<file path="config.mk">
export PLATFORM = sky130hd
export DESIGN_NAME = regfile_write_sched_flat
export DESIGN_NICKNAME = d
export VERILOG_FILES = /design/src/rtl/regfile_write_sched_if.sv /design/src/rtl/regfile_write_sched.sv /design/src/flat_wrapper.sv
export SDC_FILE = /design/constraint.sdc
export NUM_CORES = 1
export LEC_CHECK = 0
export ABC_AREA = 1
export BUFFER_PORTS_ARGS = -buffer_cell sky130_fd_sc_hd__buf_2
export CAP_MARGIN = 5
export CELL_PAD_IN_SITES_DETAIL_PLACEMENT = 1
export CELL_PAD_IN_SITES_GLOBAL_PLACEMENT = 1
export CORE_UTILIZATION = 31
export DETAILED_ROUTE_END_ITERATION = 10
export GPL_TIMING_DRIVEN = 1
export PLACE_DENSITY_LB_ADDON = 0.1
export SYNTH_ARGS = -nofsm -noshare
export SYNTH_HDL_FRONTEND = slang
export SYNTH_SLANG_ARGS = --single-unit
</file>
<file path="constraint.sdc">
create_clock -name clk -period 1.68 [get_ports clk]
set_input_delay 0.336 -clock clk [delete_from_list [all_inputs] [get_ports clk]]
set_output_delay 0.336 -clock clk [all_outputs]
set_load 0.01 [all_outputs]
</file>
<file path="src/rtl/regfile_write_sched_if.sv">
// Write-side bundle for regfile_write_sched: writeback and debug valid/ready
// requesters plus the registered WE3/A3/WD3 register-file write port.
interface regfile_write_sched_if #(
    parameter int AW = 5,
    parameter int DW = 32
);
    logic          wb_valid;
    logic [AW-1:0] wb_addr;
    logic [DW-1:0] wb_data;
    logic          wb_ready;

    logic          dbg_valid;
    logic [AW-1:0] dbg_addr;
    logic [DW-1:0] dbg_data;
    logic          dbg_ready;

    logic          WE3;
    logic [AW-1:0] A3;
    logic [DW-1:0] WD3;

    modport master (
        output wb_valid, wb_addr, wb_data,
        input  wb_ready,
        output dbg_valid, dbg_addr, dbg_data,
        input  dbg_ready,
        input  WE3, A3, WD3
    );

    modport slave (
        input  wb_valid, wb_addr, wb_data,
        output wb_ready,
        input  dbg_valid, dbg_addr, dbg_data,
        output dbg_ready,
        output WE3, A3, WD3
    );
endinterface

</file>
<file path="src/rtl/regfile_write_sched.sv">
// Register-file write-port scheduler: zeroing sweep after reset/clr, then wb vs dbg arbitration.
// Define REGFILE_SCHED_RR_EN for round-robin arbitration instead of fixed wb-over-dbg priority.
module regfile_write_sched #(
    parameter int NREG = 32,
    parameter int AW   = 5,
    parameter int DW   = 32
) (
    input  logic                 clk,
    input  logic                 rst,
    input  logic                 clr,
    regfile_write_sched_if.slave bus,
    output logic                 init_done
);

    typedef enum logic {INIT, RUN} state_t;

    state_t        state, state_n;
    logic [AW-1:0] cnt, cnt_n;
    logic [AW-1:0] a3_q, a3_n;
    logic [DW-1:0] wd3_q, wd3_n;
    logic          we3_q, we3_n;
    logic          done_n;
    logic          grant_wb, grant_dbg;
    logic          wb_fire, dbg_fire;

`ifdef REGFILE_SCHED_RR_EN
    // last_dbg=1 means dbg won the most recent transfer, so wb wins the next tie
    logic last_dbg, last_dbg_n;

    always_comb begin
        grant_wb  = ~bus.dbg_valid | last_dbg;
        grant_dbg = ~bus.wb_valid | ~last_dbg;
    end

    always_comb begin
        last_dbg_n = last_dbg;
        if (wb_fire)
            last_dbg_n = 1'b0;
        else if (dbg_fire)
            last_dbg_n = 1'b1;
    end

    always_ff @(posedge clk or posedge rst) begin
        if (rst)
            last_dbg <= 1'b1;
        else
            last_dbg <= last_dbg_n;
    end
`else
    assign grant_wb  = 1'b1;
    assign grant_dbg = ~bus.wb_valid;
`endif

    assign bus.wb_ready  = (state == RUN) && !clr && grant_wb;
    assign bus.dbg_ready = (state == RUN) && !clr && grant_dbg;
    assign wb_fire       = bus.wb_valid && bus.wb_ready;
    assign dbg_fire      = bus.dbg_valid && bus.dbg_ready;

    always_comb begin
        state_n = state;
        cnt_n   = cnt;
        we3_n   = 1'b0;
        a3_n    = a3_q;
        wd3_n   = wd3_q;
        done_n  = init_done;
        if (clr) begin
            state_n = INIT;
            cnt_n   = '0;
            done_n  = 1'b0;
        end else begin
            case (state)
                INIT: begin
                    we3_n = 1'b1;
                    a3_n  = cnt;
                    wd3_n = '0;
                    cnt_n = cnt + AW'(1);
                    if (cnt == AW'(NREG - 1)) begin
                        state_n = RUN;
                        done_n  = 1'b1;
                    end
                end
                RUN: begin
                    // x0 is hardwired zero: accept the request but suppress the write
                    if (wb_fire) begin
                        we3_n = (bus.wb_addr != '0);
                        a3_n  = bus.wb_addr;
                        wd3_n = bus.wb_data;
                    end else if (dbg_fire) begin
                        we3_n = (bus.dbg_addr != '0);
                        a3_n  = bus.dbg_addr;
                        wd3_n = bus.dbg_data;
                    end
                end
                default: state_n = INIT;
            endcase
        end
    end

    always_ff @(posedge clk or posedge rst) begin
        if (rst) begin
            state     <= INIT;
            cnt       <= '0;
            we3_q     <= 1'b0;
            a3_q      <= '0;
            wd3_q     <= '0;
            init_done <= 1'b0;
        end else begin
            state     <= state_n;
            cnt       <= cnt_n;
            we3_q     <= we3_n;
            a3_q      <= a3_n;
            wd3_q     <= wd3_n;
            init_done <= done_n;
        end
    end

    assign bus.WE3 = we3_q;
    assign bus.A3  = a3_q;
    assign bus.WD3 = wd3_q;

endmodule
</file>
<file path="src/flat_wrapper.sv">
// flat-port wrapper written by rule: the top's interface ports become plain ports
module regfile_write_sched_flat 
#(
    parameter int NREG = 32,
    parameter int AW   = 5,
    parameter int DW   = 32
)
  (clk, rst, clr, init_done, bus_wb_valid, bus_wb_addr, bus_wb_data, bus_wb_ready, bus_dbg_valid, bus_dbg_addr, bus_dbg_data, bus_dbg_ready, bus_WE3, bus_A3, bus_WD3);
  regfile_write_sched_if #(.AW(AW), .DW(DW)) bus_i ();
  input  logic clk;
  input  logic rst;
  input  logic clr;
  output logic init_done;
  input wire logic [$bits(bus_i.wb_valid)-1:0] bus_wb_valid;
  input wire logic [$bits(bus_i.wb_addr)-1:0] bus_wb_addr;
  input wire logic [$bits(bus_i.wb_data)-1:0] bus_wb_data;
  output wire logic [$bits(bus_i.wb_ready)-1:0] bus_wb_ready;
  input wire logic [$bits(bus_i.dbg_valid)-1:0] bus_dbg_valid;
  input wire logic [$bits(bus_i.dbg_addr)-1:0] bus_dbg_addr;
  input wire logic [$bits(bus_i.dbg_data)-1:0] bus_dbg_data;
  output wire logic [$bits(bus_i.dbg_ready)-1:0] bus_dbg_ready;
  output wire logic [$bits(bus_i.WE3)-1:0] bus_WE3;
  output wire logic [$bits(bus_i.A3)-1:0] bus_A3;
  output wire logic [$bits(bus_i.WD3)-1:0] bus_WD3;
  assign bus_i.wb_valid = bus_wb_valid;
  assign bus_i.wb_addr = bus_wb_addr;
  assign bus_i.wb_data = bus_wb_data;
  assign bus_wb_ready = bus_i.wb_ready;
  assign bus_i.dbg_valid = bus_dbg_valid;
  assign bus_i.dbg_addr = bus_dbg_addr;
  assign bus_i.dbg_data = bus_dbg_data;
  assign bus_dbg_ready = bus_i.dbg_ready;
  assign bus_WE3 = bus_i.WE3;
  assign bus_A3 = bus_i.A3;
  assign bus_WD3 = bus_i.WD3;
  regfile_write_sched #(.NREG(NREG), .AW(AW), .DW(DW)) u_core (.clk(clk), .rst(rst), .clr(clr), .bus(bus_i), .init_done(init_done));
endmodule
</file>
Yosys cells after proc, flatten, opt, wreduce, memory -nomap -nowiden --
Cells that the tools add are included.
Operators by class: mux-type cells 18, eq/ne operators 3, reduce and logical (&&, ||, !) cells 10, add/sub/neg operators 1, bitwise gates (word level) 3
Operator list (count):
- $mux 32 | 2
- $pmux 32 s2 | 1
- $mux 5 | 4
- $pmux 5 s2 | 1
- $reduce_bool 5->1 | 2
- $mux 1 | 9
- $add 5x1->5 const B | 1
- $eq 5x5->1 const B | 1
- $logic_and 1x1->1 | 4
- $reduce_and 2->1 | 2
- $ne 3x3->1 const B | 1
- $not 1->1 | 3
- $ne 2x2->1 const B | 1
- $pmux 1 s2 | 1
- $reduce_bool 2->1 | 1
- $logic_not 1->1 | 1
Storage, ports and cells: bits in registers 45, input bits 79, word-level logic and storage cells 41

Depth between registers and ports, before layout --
Gate-level depths: netlist of run 1.
depth in word-level cells 8, gate-level depth with buffers 8, mapped depth without buffers 6

Worst setup path after synthesis of run 1 --
OpenSTA, ideal clock, no wires.
path type reg2out, start point register u_core.state, end point output bus_dbg_ready, data arrival time 982 ps, setup slack 362 ps, required time 1344 ps, path buffers 2, cell stages (with the launch flop) 5, cells stage by stage dfrtp_1 > buf_4 > buf_6 > nand2_1 > nor2_1
Between the ends: longest elaborated chain between the ends 2
Ends and longest elaborated chain:
- start, declared | line regfile_write_sched.sv:17 | state_t state, state_n;
- start signal, assigned | line regfile_write_sched.sv:108 | state <= state_n;
- $logic_and 1x1->1 (2 in series) | line regfile_write_sched.sv:55 | assign bus.dbg_ready = (state == RUN) && !clr && grant_dbg;
- end, declared | line flat_wrapper.sv:21 | output wire logic [$bits(bus_i.dbg_ready)-1:0] bus_dbg_ready;
No other way between the ends.

Worst setup path in the final report of run 1 --
Same ends and word-level chain as after synthesis.

==> reports/metrics.cfg, run 1 <==
[outcome]
outcome=completed

[synth]
synth_ff_type=dfrtp_1
ys_seq_area_frac=0.457
ys_warn_count=0
yosys.area_share.simple=0.307
syn_nets=432
synth-seq-cells=45
synth_compound_area_frac=0.0913
synth_most_common_cell=nand2_1
synth_top_family_by_area=simple AND/OR/NAND/NOR gates
synth_xor_xnor_area_share=0
synth.area.mux_share=0
synth.distinct_cells=20
synth.cells.most_frequent=142 x nand2_1, 53 x inv_1, 45 x dfrtp_1, 34 x o21ai_0, 26 x nor2_1
avgSynthCellArea_sq_um=7.03
synth_top_cell_area_share=0.457
yosysTopAreaCell=dfrtp_1
synth_edf_count=0
synthArstFlopShare=1.00
synth_fa_ha_area_frac=0.0101
netlist_area_sq_um=2470
syn_inst=351
netlist_top_cells_area=dfrtp_1 46%, nand2_1 22%, inv_1 8.1%, o21ai_0 6.9%, nor2_1 4.0%

[sta]
slew_headroom=0.774
drv_slew=0
rsz0062_at_grt=no
setup-tns-final_ns=0
min_period_over_period=0.924
setup_slack_ns=0.127
worst_slew_pin_slew_ns=0.338
min_period_ns=1.55
clock_skew_ns=0.00573
hold_slack_ns=0.0685
max_freq_mhz=644
setup_viol_count_final=0
finalHoldViolCount=0

[route]
firstDrtPassIters=6
wire_per_inst_um=11.7
met1Wirelength_mm=2.96
met2_length_mm=3.34
drtIter0Drc=51
wirelength_mm=6.77
via_per_inst=4.38
vias=2521
antenna_left=0
drcViolationCount=0
dr.max_layer_used=met4
dr_wl_met3_um=362

[die]
start_util=0.319
core_area_sq_um=7730
die_area_sq_um=8320
ios=120
die_w_um=91.2
fp.dieH_um=91.2
num_rows=32

[critical_path]
crit_fanout=6
crit_buf_inv=2
reg2reg_from=u_core.state
rrSetupSlack_ns=0.24
reg2reg_depth=6
slowest_delay_ns=0.42
path_class=reg2out
cpMaxStageDelayCell=dfrtp_2
path_cells=buf_4 > nand2_1 > nor2_1 > buf_2
cp_data_arrival_time_ns=1.22
setup.worst_path.end_class=output pin
path_delay_family=flip-flops
reg2reg_to=u_core.bus.A3[0]
critPathRequiredTime_ns=1.34
cp-start-kind=flop

[global_route]
grt-ovfl-total=0
antenna_found_initial=0
grt_max_degree=38
grt.total_usage=0.169
grt_pass1_wl_mm=11.2
grt_pass1_vias=2451

[power]
p_leak_nw=2.12
power.total_mw=2.33
ir_worst_vdd_mv=0.273
powerDensity_nw_per_um2=703

[clock_network]
insertion_delay_ns=0.29
clock-sinks=45
numCtsBuffers=5
clk_pin_slew_ns=0.08
cts_root_buf=clkbuf_8
h-tree-depth=2
clock_path_buffers=2
cts_tree=done
holdBufCountCts=0

[placed_design]
post-place-ws_ns=0.183
dp.final_hpwl_mm=5.38
gp_congestion=0.764
port_buffers=119

[min_path]
hold_path_class=in2async

[cells_and_area]
layout-drive-gt1-share=0.312
fin_nets=554
syn2layout_area_growth_pct=34.3
insertedDiodeCount=0
final_util=0.429

[flow_run]
max_cap_violations=0

-- worst max-delay path by stage --
stage,end,cells past startpoint,from,slack (ns)
2_1_floorplan,u_core.bus.A3[0],1,rst,0.28
3_3_place_gp,u_core.bus.A3[0],7,bus_wb_valid,0.21
3_5_place_dp,u_core.bus.A3[0],7,bus_wb_valid,0.18
4_1_cts,bus_dbg_ready,4,u_core.state,0.04
5_1_grt,bus_wb_ready,4,u_core.state,0.05
6_report,bus_dbg_ready,4,u_core.state,0.13
-- kinds of logic after synthesis --
family	Yosys count
buffers and inverters	72
adders and majority gates	2
AOI/OAI and AO/OA	45
DFF	45
and+or+nand+nor	187
-- state kept, by name (all words and copies together) (netlist names) --
register and count:
u_core.cnt 5, u_core.init_done 1, u_core.state 1, u_core.bus.WE3 1, u_core.bus.A3 5, u_core.bus.WD3 32
-- placed cells by master (no fill, tap or decap), types with 4 or more instances in the layout --
master / instances
a21oi_1: 7
buf_2: 119
buf_4: 13
clkbuf_8: 5
dfrtp_1: 44
inv_1: 52
nand2_1: 142
nand3_1: 8
nand4_1: 6
nor2_1: 26
o21ai_0: 34
o21ai_1: 4
-- stage by stage --
step / cell area [sq um] / cells
global placement: 3170 / 567
finish: 3310 / 576
global route: 3310 / 576
CTS: 3310 / 575
floorplan: 2470 / 351
detailed placement: 3170 / 567
-- power breakdown --
| group | internal (mW) | switching, mW | leakage, nW |
|---|---|---|---|
| sequential | 1.10 | 0.0102 | 0.614 |
| combinational | 0.126 | 0.141 | 1.44 |
| clock | 0.591 | 0.361 | 0.0681 |
-- area by class of cell --
type / instances / area, sq um
well taps: 102 / 128
multi-input cells: 234 / 1010
flip-flops and latches: 45 / 1130
clock buffers: 5 / 68.8
clock inverters: 3 / 65.1
repair buffers: 133 / 713
inverters: 54 / 203
fillers: 1031 / 4410
-- worst reg2reg max path, cell delays in order, from the launching register on --
cell	delay, ns
dfrtp_2	0.42
buf_4	0.15
nand3_2	0.07
nand2_2	0.20
buf_4	0.26
nor2_1	0.14
a21oi_1	0.08
-- layer usage --
metal | GRT usage | up-vias
met4 | 0.0503 | 0
met5 | 0 | -
met3 | 0.0427 | 10
met2 | 0.296 | 69
li1 | - | 1297
met1 | 0.203 | 1145
-- repair_timing --
| item | CTS | global route |
|---|---|---|
| pin swaps | 0 | 0 |
| endpoints found under the setup margin | 1 | 2 |
| gates resized for setup | 1 | 0 |
| buffers inserted | 0 | 1 |
(Power assumes the default switching activity.)
==> inputs of run 2 (changes only) <==
==> constraint.sdc (replaced) <==
create_clock -name clk -period 1.68 [get_ports clk]
set_input_delay 0.168 -clock clk [delete_from_list [all_inputs] [get_ports clk]]
set_output_delay 0.168 -clock clk [all_outputs]
set_load 0.01 [all_outputs]
==> reports/metrics.cfg, run 2 (synthesized netlist as in run 1, its figures left out) <==
[power]
switching_power_mw=0.524
powerDensity_nw_per_um2=675
p_leak_nw=2.09
p_int_mw=1.67
switching_share=0.239
ir_worst_vdd_mv=0.357
clockPowerShare=0.373
combPwrFrac=0.121
power_frac_seq=0.506

[route]
antenna_left=0
wire_per_inst_um=11.9
drcViolationCount=0
via_per_inst=4.40
firstDrtPassIters=4
drtIter0Drc=58
wirelength_mm=6.81
vias=2516

[critical_path]
critPathRequiredTime_ns=1.51
reg2reg_depth=6
cp_data_arrival_time_ns=1.34
path_class=reg2out
rrSetupSlack_ns=0.21
reg2reg_from=u_core.state
reg2reg_to=u_core.bus.A3[0]
crit_fanout=13
cp-start-kind=flop
setup.worst_path.end_class=output pin

[cells_and_area]
syn2layout_area_growth_pct=31.8
final_util=0.420
stdcell_area_sq_um=3250
fin_nets=550
final_cell_mix=142 x nand2_1, 119 x buf_2, 52 x inv_1, 45 x dfrtp_1, 34 x o21ai_0
largest_reg_flops=32
final_common_cell=nand2_1
multi_input_area_sq_um=1010
instances_no_fill=572
insertedDiodeCount=0
seq_area_sq_um=1130
layout-drive-gt1-share=0.300
fillers=1043

[sta]
max_freq_mhz=664
finalHoldViolCount=0
setup-tns-final_ns=0
clock_skew_ns=0.00636
setup_viol_count_final=0
rsz0062_at_grt=no
min_period_over_period=0.897
min_period_ns=1.51
worst_slew_pin_slew_ns=0.731
drv_slew=0
slew_headroom=0.511

[clock_network]
clock-sinks=45
cts_root_buf=clkbuf_8
numCtsBuffers=5
h-tree-depth=2
clk_pin_slew_ns=0.08
cts_tree=done
clock_path_buffers=2
cts-resized-gates=0
insertion_delay_ns=0.30

[die]
ios=120
die_w_um=91.2
start_util=0.319
die_area_sq_um=8320
num_rows=32
core_area_sq_um=7730
fp.dieH_um=91.2

[global_route]
grt-ovfl-total=0
antenna_found_initial=0
grt_max_degree=39
grt.total_usage=0.170
grt_pass1_vias=2333
grt_pass1_wl_mm=11.3

[placed_design]
place_inst=563
dpl-instance-area_sq_um=3130
gp_congestion=0.710
port_buffers=119
dp.final_hpwl_mm=5.21

[min_path]
worstHoldStart=clr
whs_endpoint=u_core.bus.WE3
hold_path_class=in2reg
worstHoldPathCells=2

[flow_run]
max_cap_violations=0

[outcome]
outcome=completed

run 2: final cells by class:
class                   count  share of cell area
flip-flops and latches     45               0.347
inverters                  54              0.0624
multi-input cells         234               0.310
clock inverters             2              0.0119
well taps                 102              0.0393
clock buffers               6              0.0223
repair buffers            129               0.207
run 2: metrics by stage:
stage,hold WS (ns),setup slack [ns],power [mW]
2_1_floorplan,0.231,0.453,1.26
3_3_place_gp,0.168,0.207,1.39
3_5_place_dp,0.170,0.182,1.40
4_1_cts,0.0276,0.142,2.23
5_1_grt,0.0497,0.0347,2.31
6_report,0.0366,0.174,2.19
run 2: how the worst max path moves through the flow:
stage	end	from	depth (start not counted)	slack [ns]
2_1_floorplan	u_core.bus.A3[0]	rst	1	0.45
3_3_place_gp	u_core.bus.WD3[2]	bus_wb_valid	7	0.21
3_5_place_dp	u_core.bus.WD3[16]	bus_wb_valid	7	0.18
4_1_cts	bus_dbg_ready	u_core.state	4	0.14
5_1_grt	u_core.bus.WD3[17]	u_core.state	5	0.03
6_report	bus_dbg_ready	u_core.state	4	0.17
run 2: layer usage:
layer / up-vias / track usage / wire [um]
li1: 1293 / - / -
met1: 1151 / 0.219 / 3070
met2: 67 / 0.282 / 3270
met3: 5 / 0.0469 / 409
met4: 0 / 0.0437 / 62
met5: - / 0 / 0
run 2: critical path, cell delays in order, from the launching register on:
cell and delay (ns):
dfrtp_1 0.42, buf_4 0.22, nand2_1 0.15, nor2_1 0.11
buf_2 0.14
run 2: power groups by stage:
stage	sequential, mW	clock [mW]	combinational [mW]
final	1.11	0.818	0.264
after global placement	1.13	0	0.264
after detailed placement	1.13	0	0.268
after global routing	1.11	0.892	0.305
after CTS	1.11	0.848	0.271
after floorplan	1.14	0	0.128
run 2: what timing repair did:
action,in CTS,in global routing
endpoints found under the hold margin,14,0
hold buffers,1,0
buffers inserted,0,0
